--- config.mk ---
export PLATFORM = sky130hd
export DESIGN_NAME = tr_sequencer
export DESIGN_NICKNAME = d
export VERILOG_FILES = /design/src/rtl/tr_seq_pkg.sv /design/src/rtl/tr_seq_timer.sv /design/src/rtl/tr_sequencer.sv
export SDC_FILE = /design/constraint.sdc
export NUM_CORES = 1
export LEC_CHECK = 0
export CAP_MARGIN = 20
export CORE_MARGIN = 2
export CORE_UTILIZATION = 46
export CTS_CLUSTER_DIAMETER = 150
export DETAILED_ROUTE_END_ITERATION = 12
export HOLD_SLACK_MARGIN = 0.03
export PLACE_DENSITY = 0.72
export SETUP_SLACK_MARGIN = 0.2
export SLEW_MARGIN = 20
export SYNTH_ARGS = -nofsm -noshare
export SYNTH_HDL_FRONTEND = slang
export SYNTH_HIERARCHICAL = 1
export SYNTH_SLANG_ARGS = --single-unit
--- constraint.sdc ---
create_clock -name clk -period 5.4 [get_ports clk]
set_input_delay 1.08 -clock clk [delete_from_list [all_inputs] [get_ports clk]]
set_output_delay 1.08 -clock clk [all_outputs]
set_load 0.05 [all_outputs]
--- src/rtl/tr_seq_pkg.sv ---
// tr_seq_pkg: sequencer state encoding and stage_dly field-select macro
`ifndef TR_SEQ_DLY
`define TR_SEQ_DLY(v, k, w) v[(k)*(w) +: (w)]
`endif
package tr_seq_pkg;
  typedef enum logic [2:0] {
    IDLE    = 3'd0,
    UP      = 3'd1,
    TX      = 3'd2,
    DOWN    = 3'd3,
    LOCKOUT = 3'd4
  } state_t;
endpackage

--- src/rtl/tr_seq_timer.sv ---
// tr_seq_timer: loadable down-counter (clk, rst, load/val, dec) with zero flag
module tr_seq_timer #(
  parameter int W = 16
) (
  input  logic         clk,
  input  logic         rst,
  input  logic         load,
  input  logic         dec,
  input  logic [W-1:0] val,
  output logic         zero
);
  logic [W-1:0] cnt;
  always_ff @(posedge clk)
    if (rst) cnt <= '0;
    else if (load) cnt <= val;
    else if (dec) cnt <= cnt - W'(1);
  assign zero = cnt == '0;
endmodule

--- src/rtl/tr_sequencer.sv ---
// tr_sequencer: ordered T/R stage ramp-up/down around ptt_req with TX watchdog and lockout
module tr_sequencer
  import tr_seq_pkg::*;
#(
  parameter int NSTAGE = 3,
  parameter int CNTW   = 16,
  parameter int TOW    = 24
) (
  input  logic                   clk,
  input  logic                   rst,
  input  logic                   ptt_req,
  input  logic                   tx_inhibit,
  input  logic [NSTAGE*CNTW-1:0] stage_dly,
  input  logic [TOW-1:0]         timeout_cycles,
  output logic [NSTAGE-1:0]      stage_en,
  output logic                   tx_grant,
  output logic                   busy,
  output logic                   timeout_flag
);
  localparam int IW = NSTAGE > 1 ? $clog2(NSTAGE) : 1;
  localparam logic [IW-1:0] LAST = IW'(NSTAGE - 1);
  state_t state, state_n;
  logic [IW-1:0] idx, idx_n, ld_idx;
  logic [NSTAGE-1:0] en_n;
  logic [TOW-1:0] wd, wd_n;
  logic [CNTW-1:0] ld_val;
  logic grant_n, pend, pend_n, ld, dec, zero, abort, wd_fire;
  assign ld_val = `TR_SEQ_DLY(stage_dly, int'(ld_idx), CNTW);
  assign abort = !ptt_req || tx_inhibit;
  assign wd_fire = tx_grant && timeout_cycles != '0 && wd == timeout_cycles - TOW'(1);
  assign busy = state != IDLE;
  assign timeout_flag = state == LOCKOUT;
  tr_seq_timer #(.W(CNTW)) u_timer (
    .clk  (clk),
    .rst  (rst),
    .load (ld),
    .dec  (dec),
    .val  (ld_val),
    .zero (zero)
  );
  always_comb begin
    state_n = state;
    idx_n   = idx;
    ld_idx  = idx;
    ld      = 1'b0;
    dec     = 1'b0;
    en_n    = stage_en;
    grant_n = 1'b0;
    wd_n    = wd;
    pend_n  = pend;
    case (state)
      IDLE: if (!abort) begin
        state_n = UP;
        idx_n   = '0;
        ld_idx  = '0;
        ld      = 1'b1;
      end
      UP: if (abort) begin
        // stages below idx are all set, so idx-1 is the highest asserted one
        state_n = idx == '0 ? IDLE : DOWN;
        idx_n   = idx - IW'(1);
        ld_idx  = idx - IW'(1);
        ld      = idx != '0;
      end else if (!zero) dec = 1'b1;
      else begin
        en_n[idx] = 1'b1;
        if (idx == LAST) begin
          state_n = TX;
          wd_n    = '0;
        end else begin
          idx_n  = idx + IW'(1);
          ld_idx = idx + IW'(1);
          ld     = 1'b1;
        end
      end
      TX: if (abort || wd_fire) begin
        state_n = DOWN;
        idx_n   = LAST;
        ld_idx  = LAST;
        ld      = 1'b1;
        pend_n  = wd_fire;
      end else begin
        grant_n = 1'b1;
        // counting only while granted makes the grant last exactly timeout_cycles
        wd_n    = tx_grant && wd != '1 ? wd + TOW'(1) : wd;
      end
      DOWN: if (!zero) dec = 1'b1;
      else begin
        en_n[idx] = 1'b0;
        if (idx == '0) state_n = pend ? LOCKOUT : IDLE;
        else begin
          idx_n  = idx - IW'(1);
          ld_idx = idx - IW'(1);
          ld     = 1'b1;
        end
      end
      LOCKOUT: if (!ptt_req) begin
        state_n = IDLE;
        pend_n  = 1'b0;
      end
      default: state_n = IDLE;
    endcase
  end
  always_ff @(posedge clk)
    if (rst) begin
      state    <= IDLE;
      idx      <= '0;
      stage_en <= '0;
      tx_grant <= 1'b0;
      wd       <= '0;
      pend     <= 1'b0;
    end else begin
      state    <= state_n;
      idx      <= idx_n;
      stage_en <= en_n;
      tx_grant <= grant_n;
      wd       <= wd_n;
      pend     <= pend_n;
    end
endmodule

Yosys cells after proc, flatten, opt, wreduce, memory -nomap -nowiden
Cells that the tools add are included.
Cells by class
  add/subtract/negate cells: 5
  multipliers: 0
  divide/modulo/power cells: 0
  $lt $le $gt $ge: 2
  equal/unequal tests: 19
  shift operators: 1
  muxes and demuxes: 48
  bitwise gates (word level): 4
  reduce and logical (&&, ||, !) cells: 22
Operators by type and width (number)
  $mux W24: 5
  $pmux W24 S2: 1
  $shiftx A48 B7 Y16: 1
  $mux W3: 12
  $mux W16: 2
  $add A24 B1 Y24 const B: 1
  $eq A24 B24 Y1: 1
  $ne A24 B24 Y1 const B: 1
  $reduce_bool A24 Y1: 1
  $sub A24 B1 Y24 const B: 1
  $ne A2 B2 Y1 const B: 10
  $logic_not A16 Y1: 1
  $mux W2: 8
  $sub A16 B1 Y16 const B: 1
  $pmux W3 S5: 1
  $mux W1: 13
  $reduce_bool A2 Y1: 5
  $pmux W2 S4: 1
  $reduce_and A7 Y1: 1
  $eq A3 B2 Y1 const B: 2
  $ne A3 B3 Y1 const B: 2
  $pmux W3 S2: 1
  $reduce_and A6 Y1: 1
  $logic_and A1 B1 Y1: 4
  22 further kinds: 24
Storage, ports and cells
  register bits after elaboration: 50
  bits in latches: 0
  RAM bits: 0
  memory bits (read-only): 0
  input port bits: 76
  output and inout bits: 6
  logic and storage cells: 108
  memories kept: 0

Logic depth before layout (Yosys ltp)
Gate-level depths: netlist of the first run.
  depth in word-level cells: 8
  gate-level depth with buffers: 15
  gate-level depth less buffers: 13

Modules after synthesis
Netlist of the first run, hierarchy kept.
Modules (own cells, without submodules)
  tr_sequencer: instances 1, cells each 437, area an instance 3288.2 µm², sequential area each 680.7 µm²
  tr_seq_timer: instances 1, cells each 99, area an instance 880.8 µm², sequential area each 320.3 µm²

Worst setup path after synthesis of the first run
OpenSTA, ideal clock, no wires.
  path type: in2reg
  from: in timeout_cycles[2]
  to: reg u_timer.cnt[13]
  setup time: 0.136 ns
  arrival: 4.457 ns
  required time: 5.264 ns
  path slack: 0.807 ns
  stages on the path: 15
  cells stage by stage: buf_6 -> or4_1 -> buf_2 -> or4b_4 -> or4_1 -> a2111oi_0 -> and4_1 -> buf_4 -> a31o_2 -> a222oi_1 -> nor2_1 -> inv_2 -> buf_1 -> nor2_1 -> a211oi_2
On the way
  elaborated cells between the ends (all ways): 13
  those cells by class: add/sub (1); eq/ne (1); shift (1); mux (5); reduce/logical (5)
RTL lines
  start, declared: line tr_sequencer.sv:14  | input logic [TOW-1:0] timeout_cycles,
  $sub A24 B1 Y24 or $reduce_bool A24 Y1 (tied branches): line tr_sequencer.sv:30  | assign wd_fire = tx_grant && timeout_cycles != '0 && wd == timeout_cycles - TOW'(1);
  $eq A24 B24 Y1 or $logic_and A1 B1 Y1 (tied branches): line tr_sequencer.sv:30
  $logic_and A1 B1 Y1 (*): line tr_sequencer.sv:30
  $logic_or A1 B1 Y1 (*): line tr_sequencer.sv:76  | TX: if (abort || wd_fire) begin
  $mux W1 (*): line tr_sequencer.sv:76
  $pmux W1 S4 (*): line tr_sequencer.sv:51  | case (state)
  named net ld: line tr_sequencer.sv:27  | logic grant_n, pend, pend_n, ld, dec, zero, abort, wd_fire;
  $mux W16 or $reduce_bool A2 Y1 (tied branches)
  end signal, assigned: line tr_seq_timer.sv:15  | else if (load) cnt <= val;
  end signal, assigned: line tr_seq_timer.sv:16  | else if (dec) cnt <= cnt - W'(1);
  end, declared: line tr_seq_timer.sv:12  | logic [W-1:0] cnt;
Mark *: on every way through the listed nets, which the timed path passes. The rest lies on a longest branch.
A chain may end at the register's enable or synchronous reset.

Worst setup path in the final report of the first run
  from: in timeout_cycles[3]
  to: reg u_timer.cnt[2]
On the way
  longest elaborated chain between the ends: 8
  elaborated cells between the ends (all ways): 13
  those cells by class: add/sub (1); eq/ne (1); shift (1); mux (5); reduce/logical (5)
Ends and longest elaborated chain
  $sub A24 B1 Y24 or $reduce_bool A24 Y1 (tied branches): line tr_sequencer.sv:30
  $eq A24 B24 Y1 or $logic_and A1 B1 Y1 (tied branches): line tr_sequencer.sv:30
  $logic_and A1 B1 Y1 (*): line tr_sequencer.sv:30
  $logic_or A1 B1 Y1 (*): line tr_sequencer.sv:76
  $mux W2 (*)
  $pmux W2 S4 (*): line tr_sequencer.sv:51
  $shiftx A48 B7 Y16 (no source line) (*)
  named net ld_val[2]: line tr_sequencer.sv:26  | logic [CNTW-1:0] ld_val;
  $mux W16 (*): line tr_seq_timer.sv:15
Marked as above.

==> results by group, run 1 <==
Pwr
  • Net switching power of the design: around 720 uW
  • Internal: 978 uW
  • Maximum vdd ir drop: 0.247 mV
  • Power per unit of standard cell area: 330 nW/um2
  • Sequential Power Share: 0.305
  • Leakage power total: 1.81 nW
  • Share of total power in the clock network: 0.165
  • Combinational cell fraction of total power: 0.529
  • Net switching share of the total power: 0.424

Yosys
  • Number of synthesized flops with an enable pin: 0
  • Yosys reg bits: 50
  • Multiplexer share of the synthesized area: 0.0822
  • Number of distinct standard cells referenced by the synthesized netlist: 66
  • Synth Area in Simple Gates: 0.300
  • Asr flop ratio synth: 0
  • Sequential-to-total area share from yosys stat: 0.240
  • Compound-cell area share of the yosys netlist: 0.214
  • Adder-cell area share of the yosys netlist: 0.0300
  • Dominant register cell in the synthesized netlist: sky130_fd_sc_hd__dfxtp_1
  • Combinational family with the most area after synthesis: simple AND/OR/NAND/NOR gates
  • Net count of the mapped netlist: 622
  • Synthesized area: 4170 um2
  • Synthesized instance count: approximately 540
  • Count of synthesis-stage warnings from yosys: 6
  • Mean Syn Cell Area: 7.78 um2
  • Post-synthesis share of cell area spent on xor and xnor gates: 0.0798

Layout
  • Fraction of layout cells with a size suffix above 1: 0.0647
  • Summed area of non-filler cells in the final layout: 5150 um2
  • Nets: between 600 and 700
  • Growth of design area from synthesis to finish: 23.6%
  • Diode insertion count for antenna repair: 0

Setup path
  • Critical Path, Cell by Cell: clkdlybuf4s50_1 -> or4_1 -> or4b_4 -> or4_1 -> a2111oi_0 -> and4_1 -> a311o_2 -> o211ai_2 -> buf_4 -> mux2i_1 -> nor2_1 -> a311oi_1
  • CP endpoint kind: flip-flop
  • Critical path's slowest cell: sky130_fd_sc_hd__or4_1
  • Data arrival at the endpoint of the critical path: 5.13 ns
  • Kind of critical path: input pin to flip-flop
  • Crit. Startpoint: timeout_cycles[3]
  • Required @ worst endpoint: 5.62 ns
  • Crit path top cell by count: sky130_fd_sc_hd__or4_1
  • Critical register-to-register path startpoint: u_timer/cnt[3]
  • Crit-path max FO: 17
  • Startpoint type of the worst setup path: input pin
  • Stage delay of the slowest cell on the critical path: approximately 0.58 ns

Clock network
  • Sink count of the clock tree: 50
  • Post-CTS Setup Bufs: 0
  • Bufs on Longest Clock Path: 2
  • Buffer cell driving the clock tree root: sky130_fd_sc_hd__clkbuf_8
  • Hold-fix buffers, CTS: 0
  • Count of cells resized by post-cts repair: 0
  • Clk_lat worst skew: 0.31 ns
  • Number of CTS-inserted buffers: 5
  • Clock-pin transition on the worst setup and hold timing paths: 0.10 ns
  • Htree depth: 2
  • TritonCTS clock tree: done

Place
  • Estimated wirelength of the detail-placed design: 8480 um
  • Gp weighted congestion: 0.906
  • Placed standard-cell area: 5030 um2
  • Count of input and output buffers: between 80 and 90

STA
  • Pin slew with the least headroom to its limit: ~1.1 ns
  • Fmax achieved: 204 MHz
  • Pins over their slew limit: 0
  • Final hold slack: 0.497 ns
  • Worst-case headroom to the max-slew limit: 0.290
  • Post-Route Setup TNS: 0 ns
  • Share of the clock period used by the worst path after layout: 0.909
  • Time the worst path needs with I/O delays and setup: a little under 5 ns
  • Unrepaired setup endpoints after global routing: false
  • Final Hold Violating Endpoints: 0
  • Count of endpoints failing setup in the final report: 0
  • Skew final: 0.00435 ns

Global route
  • Sum of overflow across all layers after global routing: 0
  • Gr usage total: 0.226
  • Number of antenna violations at the first check in global routing: 0
  • Global-route wire length before repair: 18600 um
  • Vias in the first global route: 3973
  • Largest net degree at the start of global routing: 40

Floorplanning
  • Total die area: 9840 um2
  • Die outline width: 99.2 um
  • Site Rows: 34
  • I/O pin count: 82
  • Overall die height: roughly 99 um
  • Initial Utilization: 0.476
  • Core Footprint: 8760 um2

Outcome
  • Outcome: finished clean

Routing
  • Via Count: between 4k and 5k
  • Post-detailed-routing wire length: 11300 um
  • Remaining number of nets flagged by the antenna check after routing: 0
  • First-iteration detailed-routing DRC count: 297
  • Vias per Instance: 6.11
  • Routed wirelength normalized by instance count: 15.9 um
  • DRC Markers: 0
  • First-pass iteration count of the detailed router: 5

Min path
  • Beginning of the worst hold path: pend
  • Hold Crit Class: flip-flop to flip-flop

Run
  • Count of maximum capacitance violations: 0
==> synth_stat cells, types with 4 or more instances <==
cell	count	share of area
sky130_fd_sc_hd__dfxtp_1	50	0.24
sky130_fd_sc_hd__or3_1	15	0.023
sky130_fd_sc_hd__mux2i_1	32	0.077
sky130_fd_sc_hd__nand2b_1	6	0.0090
sky130_fd_sc_hd__a21oi_1	39	0.047
sky130_fd_sc_hd__xnor2_1	26	0.055
sky130_fd_sc_hd__nand2_1	52	0.047
sky130_fd_sc_hd__a211oi_1	9	0.016
sky130_fd_sc_hd__inv_1	15	0.014
sky130_fd_sc_hd__o31ai_1	16	0.029
sky130_fd_sc_hd__xor2_1	12	0.025
sky130_fd_sc_hd__nor4_1	11	0.017
sky130_fd_sc_hd__and4_1	7	0.015
sky130_fd_sc_hd__and3_1	8	0.012
sky130_fd_sc_hd__nand3_1	12	0.014
sky130_fd_sc_hd__clkbuf_1	18	0.016
sky130_fd_sc_hd__nor3_1	14	0.017
sky130_fd_sc_hd__o211ai_1	5	0.0090
sky130_fd_sc_hd__or4_1	20	0.036
sky130_fd_sc_hd__a311oi_1	6	0.013
sky130_fd_sc_hd__a31oi_1	6	0.0090
sky130_fd_sc_hd__a22o_1	4	0.0084
sky130_fd_sc_hd__nand3b_1	4	0.0072
sky130_fd_sc_hd__ha_1	10	0.030
sky130_fd_sc_hd__and2_1	6	0.0090
sky130_fd_sc_hd__nor4_2	4	0.012
sky130_fd_sc_hd__nand4_1	10	0.015
sky130_fd_sc_hd__nor2_1	41	0.037
sky130_fd_sc_hd__o21ai_0	17	0.020
sky130_fd_sc_hd__buf_2	6	0.0072
==> cells by family (layout without fill, tap and decap cells) <==
| kind of cell | count (synthesis) | in the layout |
|---|---|---|
| AO/OA/AOI/OAI | 132 | 132 |
| AND/OR/NAND/NOR | 224 | 224 |
| buffers and inverters | 48 | 115 |
| multiplexers | 34 | 34 |
| adder cells (fa/ha/maj) | 10 | 10 |
| flip-flops | 50 | 50 |
| XOR/XNOR | 38 | 38 |
==> final cells by class <==
| class | instances | area (um2) |
|---|---|---|
| fillers | 837 | 3610 |
| multi-input cells | 438 | 2950 |
| flip-flops and latches | 50 | 1000 |
| repair buffers | 91 | 886 |
| well taps | 108 | 135 |
| clock buffers | 5 | 68.8 |
| inverters | 16 | 60.1 |
| clock inverters | 3 | 47.5 |
==> placed cells by master (no fill, tap or decap), types with 10 or more instances in the layout <==
cell type and instances:
sky130_fd_sc_hd__clkdlybuf4s50_1 81, sky130_fd_sc_hd__nand2_1 52, sky130_fd_sc_hd__dfxtp_1 50, sky130_fd_sc_hd__nor2_1 41, sky130_fd_sc_hd__a21oi_1 38, sky130_fd_sc_hd__mux2i_1 32
sky130_fd_sc_hd__xnor2_1 26, sky130_fd_sc_hd__or4_1 20, sky130_fd_sc_hd__o21ai_0 17, sky130_fd_sc_hd__o31ai_1 16, sky130_fd_sc_hd__inv_1 15, sky130_fd_sc_hd__or3_1 15
sky130_fd_sc_hd__nor3_1 14, sky130_fd_sc_hd__xor2_1 12, sky130_fd_sc_hd__nand3_1 12, sky130_fd_sc_hd__nor4_1 11, sky130_fd_sc_hd__nand4_1 10, sky130_fd_sc_hd__ha_1 10
sky130_fd_sc_hd__buf_4 10
==> layer usage <==
| layer | track usage | up-vias | share of wire |
|---|---|---|---|
| li1 | - | 2155 | - |
| met4 | 0.0569 | 0 | 0.017 |
| met3 | 0.0295 | 15 | 0.044 |
| met2 | 0.376 | 109 | 0.47 |
| met1 | 0.310 | 2063 | 0.46 |
| met5 | 0 | - | 0 |
==> path summary, 6_finish.rpt <==
check	to	slack (ns)	depth (start not counted)
setup / recovery	u_timer/cnt[2]	0.49	12
hold / removal	pend	0.50	2
setup reg to reg	u_timer/cnt[4]	1.49	12
hold reg to reg	pend	0.50	2
==> registers in the layout (all words and copies together) (netlist names), named ones only <==
signal	flops
tx_grant	1
idx	2
state	3
wd	24
pend	1
u_timer/cnt	16
==> stage by stage <==
| step | worst slack [ns] | util | power, mW | instances |
|---|---|---|---|---|
| 2_1_floorplan | 0.807 | - | 1.22 | 536 |
| 6_report | 0.492 | 0.588 | 1.70 | 711 |
| 4_1_cts | 0.511 | 0.588 | 1.70 | 711 |
| 5_1_grt | 0.232 | 0.588 | 1.82 | 711 |
| 3_3_place_gp | 0.315 | 0.575 | 1.40 | 703 |
| 3_5_place_dp | 0.209 | 0.575 | 1.42 | 703 |
==> worst max-delay path, delay by kind of cell <==
family,cells,cell delay (ns)
muxes,1,0.17
and+or+nand+nor,5,2.06
AOI/OAI and AO/OA,4,1.04
buffers and inverters,2,0.78
==> power by group through the flow <==
stage	Sequential (mW)	Clock (mW)	Combinational, mW
global route	0.532	0.303	0.988
CTS	0.517	0.288	0.898
floorplan	0.499	0	0.725
global placement	0.521	0	0.879
finish	0.519	0.280	0.899
detailed placement	0.525	0	0.892
Note: power is estimated with default switching activity, not from simulation.
==> inputs of run 2 (changes only) <==
Settings changed: CELL_PAD_IN_SITES_DETAIL_PLACEMENT from default to 0, CELL_PAD_IN_SITES_GLOBAL_PLACEMENT from default to 1, CORE_UTILIZATION 46 to 39, PLACE_DENSITY 0.72 to default, PLACE_DENSITY_LB_ADDON from default to 0.1.
==> results by group, run 2 (synthesized netlist as in run 1, its figures left out) <==
Outcome
  • Outcome: finished clean

Min path
  • Hold Crit Class: flip-flop to flip-flop

Clock network
  • Clk_lat worst skew: 0.31 ns (about the same)
  • Bufs on Longest Clock Path: 2 (unchanged)
  • TritonCTS clock tree: done
  • Buffer cell driving the clock tree root: sky130_fd_sc_hd__clkbuf_8
  • Post-CTS Setup Bufs: 0 (unchanged)
  • Clock-pin transition on the worst setup and hold timing paths: 0.11 ns (about the same)
  • Count of cells resized by post-cts repair: 0 (unchanged)
  • Hold-fix buffers, CTS: 0 (unchanged)
  • Htree depth: 2 (unchanged)
  • Sink count of the clock tree: 50 (unchanged)
  • Number of CTS-inserted buffers: 5 (unchanged)

Setup path
  • Crit. Startpoint: timeout_cycles[9]
  • Startpoint type of the worst setup path: input pin
  • Critical register-to-register path startpoint: u_timer/cnt[3]
  • Worst path bufs/invs: 2 (unchanged)
  • Critical path's slowest cell: sky130_fd_sc_hd__or4b_4
  • Dominant delay contributor by cell family on the critical path: simple AND/OR/NAND/NOR gates
  • CP endpoint kind: flip-flop
  • Stage delay of the slowest cell on the critical path: 0.61 ns (+0.03 ns)
  • Crit-path max FO: 17 (unchanged)
  • Kind of critical path: input pin to flip-flop
  • Crit path top cell by count: sky130_fd_sc_hd__or4_1
  • Critical Path, Cell by Cell: clkdlybuf4s50_1 -> or4_1 -> or4b_4 -> or4_1 -> a2111oi_0 -> and4_1 -> a311o_2 -> o211ai_2 -> buf_4 -> mux2i_1 -> nor2_1 -> a311oi_1
  • Data arrival at the endpoint of the critical path: 5.08 ns (-0.05 ns)
  • Required @ worst endpoint: 5.62 ns (about the same)

Floorplanning
  • Site Rows: 37 (+8.8%)
  • Total die area: 11500 um2 (+17%)
  • I/O pin count: 82 (unchanged)
  • Core Footprint: 10400 um2 (+18%)
  • Overall die height: 107 um (+8.3%)
  • Die outline width: 107 um (+8.3%)
  • Initial Utilization: 0.402 (-0.0737)

Layout
  • Number of flip-flops in the largest register: 24 (unchanged)
  • Leading cell types in the layout, fill and taps excluded: sky130_fd_sc_hd__clkdlybuf4s50_1, sky130_fd_sc_hd__nand2_1, sky130_fd_sc_hd__dfxtp_1
  • Most frequent standard cell in the layout excluding fill and tap cells: sky130_fd_sc_hd__clkdlybuf4s50_1
  • Summed area of non-filler cells in the final layout: 5160 um2 (+0.17%)
  • Diode insertion count for antenna repair: 0 (unchanged)
  • Growth of design area from synthesis to finish: 23.8%
  • Final design utilization: 0.498 (-0.0902)
  • Nets: 688 (unchanged)
  • Register name with the most flops: wd
  • Fraction of layout cells with a size suffix above 1: 0.0630 (-0.00166)
  • Biggest registers after layout: wd x24, u_timer/cnt x16, state x3

Pwr
  • Power per unit of standard cell area: 320 nW/um2 (-2.9%)
  • Maximum vdd ir drop: 0.185 mV (-25%)
  • Overall power after layout: 1.65 mW (-2.8%)
  • Leakage power total: 1.79 nW (-0.74%)

Routing
  • Vias per Instance: 5.76 (-5.8%)
  • Post-detailed-routing wire length: 11800 um (+4.2%)
  • DRC Markers: 0 (unchanged)
  • Via Count: 4253 (-2.0%)
  • First-pass iteration count of the detailed router: 5 (unchanged)
  • Routed wirelength normalized by instance count: 16.0 um (+0.28%)
  • Remaining number of nets flagged by the antenna check after routing: 0 (unchanged)
  • First-iteration detailed-routing DRC count: 288 (-3.0%)

Global route
  • Largest net degree at the start of global routing: 40 (unchanged)
  • Number of antenna violations at the first check in global routing: 0 (unchanged)
  • Global-route wire length before repair: 19300 um (+3.7%)
  • Vias in the first global route: 3953 (-0.50%)
  • Gr usage total: 0.203 (-0.0226)
  • Sum of overflow across all layers after global routing: 0 (unchanged)

Run
  • Count of maximum capacitance violations: 0 (unchanged)

STA
  • Share of the clock period used by the worst path after layout: 0.901 (-0.00802)
  • Fmax achieved: 206 MHz (+0.89%)
  • Pin slew with the least headroom to its limit: 1.05 ns (-0.0140 ns)
  • Unrepaired setup endpoints after global routing: false
  • Worst path setup slack after routing: 0.536 ns (+0.0433 ns)
  • Pins over their slew limit: 0 (unchanged)
  • Count of endpoints failing setup in the final report: 0 (unchanged)
  • Time the worst path needs with I/O delays and setup: 4.86 ns (-0.0433 ns)
  • Final Hold Violating Endpoints: 0 (unchanged)
  • Post-Route Setup TNS: 0 ns (unchanged)
  • Skew final: 0.0154 ns (+0.0111 ns)
  • Worst-case headroom to the max-slew limit: 0.299 (+0.00933)

Place
  • Setup slack at placement: 0.213 ns (+0.00408 ns)
  • Count of input and output buffers: 81 (unchanged)
  • Estimated wirelength of the detail-placed design: 8740 um (+3.0%)
  • Placed standard-cell area: 5070 um2 (+0.70%)
  • Gp weighted congestion: 0.845 (-6.7%)
==> run 2: power breakdown <==
part / leakage (nW) / internal (mW) / switching [mW] / total, mW
combinational: 1.34 / 0.399 / 0.501 / 0.900
sequential: 0.406 / 0.438 / 0.0805 / 0.518
clock: 0.0458 / 0.0945 / 0.138 / 0.233
total: 1.79 / 0.931 / 0.720 / 1.65
==> run 2: through the flow <==
| step | hold slack [ns] | cells |
|---|---|---|
| 3_3_place_gp | 0.477 | 731 |
| 6_report | 0.499 | 739 |
| 3_5_place_dp | 0.481 | 731 |
| 2_1_floorplan | 0.454 | 536 |
| 4_1_cts | 0.501 | 739 |
| 5_1_grt | 0.542 | 739 |
==> run 2: worst paths after layout <==
kind                     endpoint  slack (ns)  cells after the start
setup / recovery   u_timer/cnt[4]        0.54                     12
hold reg to reg         flip-flop        0.50                      2
setup reg to reg  u_timer/cnt[10]        1.48                     12
hold / removal          flip-flop        0.50                      2
==> run 2: worst min-delay path: stages, from the launching register on <==
cell and delay [ns]:
sky130_fd_sc_hd__dfxtp_1 0.33, sky130_fd_sc_hd__o21ai_0 0.07, sky130_fd_sc_hd__a21oi_1 0.06
==> run 2: routing by layer <==
metal	track usage	part of all wire	vias to the layer above
li1	-	-	2151
met3	0.0260	0.054	10
met1	0.294	0.49	1968
met5	0	0	-
met4	0.0357	0.010	0
met2	0.327	0.44	124
==> run 2: cell type report <==
cell class	instances	area [um2]
multi-input cells	438	2950
repair buffers	91	886
clock inverters	2	17.5
flip-flops and latches	50	1000
fillers	1077	5210
inverters	16	60.1
clock buffers	6	72.6
well taps	136	170
==> inputs of run 3 (changes only) <==
Settings changed: CTS_CLUSTER_SIZE from default to 20, MAX_ROUTING_LAYER from default to met4.
==> results by group, run 3 (synthesized netlist as in run 1, its figures left out) <==
Setup path
  • Reg-to-reg setup timing slack: 1.49 ns (about the same)
  • CP endpoint kind: flip-flop
  • Required @ worst endpoint: 5.62 ns (about the same)
  • Startpoint type of the worst setup path: input pin
  • R2R depth: 12 (unchanged)
  • Crit-path max FO: 17 (unchanged)
  • Data arrival at the endpoint of the critical path: 5.07 ns (about the same)
  • Kind of critical path: input pin to flip-flop

Min path
  • Hold Crit Class: flip-flop to flip-flop
  • Number of instances on the worst hold path: 2 (unchanged)

Clock network
  • Htree depth: 2 (unchanged)
  • Post-CTS Setup Bufs: 0 (unchanged)
  • TritonCTS clock tree: done
  • Hold-fix buffers, CTS: 0 (unchanged)
  • Clk_lat worst skew: 0.31 ns (about the same)
  • Clock-pin transition on the worst setup and hold timing paths: 0.11 ns (about the same)
  • Bufs on Longest Clock Path: 2 (unchanged)
  • Sink count of the clock tree: 50 (unchanged)
  • Buffer cell driving the clock tree root: sky130_fd_sc_hd__clkbuf_8
  • Count of cells resized by post-cts repair: 0 (unchanged)
  • Number of CTS-inserted buffers: 5 (unchanged)

Place
  • Gp weighted congestion: 0.858 (+1.6%)
  • Estimated wirelength of the detail-placed design: 8740 um (unchanged)
  • Cell count after placement: 731 (unchanged)
  • Count of input and output buffers: 81 (unchanged)

Outcome
  • Outcome: finished clean

Layout
  • Biggest registers after layout: wd x24, u_timer/cnt x16, state x3
  • Fraction of layout cells with a size suffix above 1: 0.0630 (unchanged)
  • Register name with the most flops: wd
  • Leading cell types in the layout, fill and taps excluded: sky130_fd_sc_hd__clkdlybuf4s50_1, sky130_fd_sc_hd__nand2_1, sky130_fd_sc_hd__dfxtp_1
  • Nets: 688 (unchanged)
  • Growth of design area from synthesis to finish: 23.8% (unchanged)
  • Number of flip-flops in the largest register: 24 (unchanged)
  • Number of non-filler instances in the completed layout: 739 (unchanged)
  • Most frequent standard cell in the layout excluding fill and tap cells: sky130_fd_sc_hd__clkdlybuf4s50_1
  • Diode insertion count for antenna repair: 0 (unchanged)

Pwr
  • Maximum vdd ir drop: 0.184 mV (about the same)
  • Power per unit of standard cell area: 320 nW/um2 (about the same)
  • Leakage power total: 1.79 nW (unchanged)

Routing
  • First-pass iteration count of the detailed router: 5 (unchanged)
  • First-iteration detailed-routing DRC count: 312 (+8.3%)
  • Via Count: 4240 (-0.31%)
  • Remaining number of nets flagged by the antenna check after routing: 0 (unchanged)
  • Vias per Instance: 5.74 (-0.31%)
  • Post-detailed-routing wire length: 11800 um (-0.26%)
  • DRC Markers: 0 (unchanged)
  • Routed wirelength normalized by instance count: 15.9 um (-0.26%)

STA
  • Fmax achieved: 206 MHz (+0.19%)
  • Count of endpoints failing setup in the final report: 0 (unchanged)
  • Pin slew with the least headroom to its limit: 1.05 ns (+0.00232 ns)
  • Skew final: 0.0156 ns (+0.000133 ns)
  • Post-Route Setup TNS: 0 ns (unchanged)
  • Final Hold Violating Endpoints: 0 (unchanged)
  • Pins over their slew limit: 0 (unchanged)
  • Unrepaired setup endpoints after global routing: false
  • Share of the clock period used by the worst path after layout: 0.899 (-0.00173)
  • Worst-case headroom to the max-slew limit: 0.298 (-0.00155)
  • Time the worst path needs with I/O delays and setup: 4.86 ns (-0.00932 ns)

Global route
  • Vias in the first global route: 3945 (-0.20%)
  • Gr usage total: 0.209 (+0.00584)
  • Number of antenna violations at the first check in global routing: 0 (unchanged)
  • Sum of overflow across all layers after global routing: 0 (unchanged)
  • Global-route wire length before repair: 19300 um (about the same)
  • Largest net degree at the start of global routing: 40 (unchanged)

Floorplanning
  • Die outline width: 107 um (unchanged)
  • I/O pin count: 82 (unchanged)
  • Total die area: 11500 um2 (unchanged)
  • Overall die height: 107 um (unchanged)
  • Initial Utilization: 0.402 (unchanged)
  • Site Rows: 37 (unchanged)
  • Core Footprint: 10400 um2 (unchanged)

Run
  • Count of maximum capacitance violations: 0 (unchanged)
==> run 3: cell counts in the layout (fill, tap and decap cells not counted) <==
No cell type changed its count.
==> run 3: routing by layer <==
layer  wire length [um]  vias up  GRT usage
li1                   -     2152          -
met1               5790     1969      0.295
met2               5260      111      0.327
met3                604        8     0.0254
met4                108        0     0.0357
met5                  0        -          -
==> run 3: per-stage QoR <==
stage | instance area [um2] | power [mW] | util | setup slack, ns | hold WS (ns)
floorplan | 4170 | 1.22 | - | 0.807 | 0.454
global placement | 5070 | 1.41 | 0.489 | 0.316 | 0.477
detailed placement | 5070 | 1.42 | 0.489 | 0.213 | 0.481
CTS | 5160 | 1.66 | 0.498 | 0.570 | 0.501
global route | 5160 | 1.78 | 0.498 | 0.239 | 0.542
finish | 5160 | 1.65 | 0.498 | 0.545 | 0.499
==> run 3: worst paths after layout <==
path / from / to
min reg2reg: flip-flop / flip-flop
max: timeout_cycles[9] / u_timer/cnt[4]
max reg2reg: u_timer/cnt[5] / u_timer/cnt[10]
min: flip-flop / flip-flop
==> run 3: final cells by class <==
class,count,area [um2]
Fill cell,1077,5210
Multi-Input combinational cell,438,2950
Sequential cell,50,1000
Timing Repair Buffer,91,886
Tap cell,136,170
Clock buffer,6,72.6
Inverter,16,60.1
Clock inverter,2,17.5
==> run 3: power breakdown <==
part           total (mW)  leakage, nW  switching (mW)  internal (mW)
Sequential          0.518        0.406          0.0803          0.438
Combinational       0.898         1.34           0.499          0.399
Clock               0.234       0.0458           0.139         0.0945
==> run 3: critical path: stages <==
cell and delay (ns):
sky130_fd_sc_hd__clkdlybuf4s50_1 0.50, sky130_fd_sc_hd__or4_1 0.59, sky130_fd_sc_hd__or4b_4 0.60, sky130_fd_sc_hd__or4_1 0.40
sky130_fd_sc_hd__a2111oi_0 0.38, sky130_fd_sc_hd__and4_1 0.42, sky130_fd_sc_hd__a311o_2 0.28, sky130_fd_sc_hd__o211ai_2 0.08
sky130_fd_sc_hd__buf_4 0.25, sky130_fd_sc_hd__mux2i_1 0.18, sky130_fd_sc_hd__nor2_1 0.06, sky130_fd_sc_hd__a311oi_1 0.24
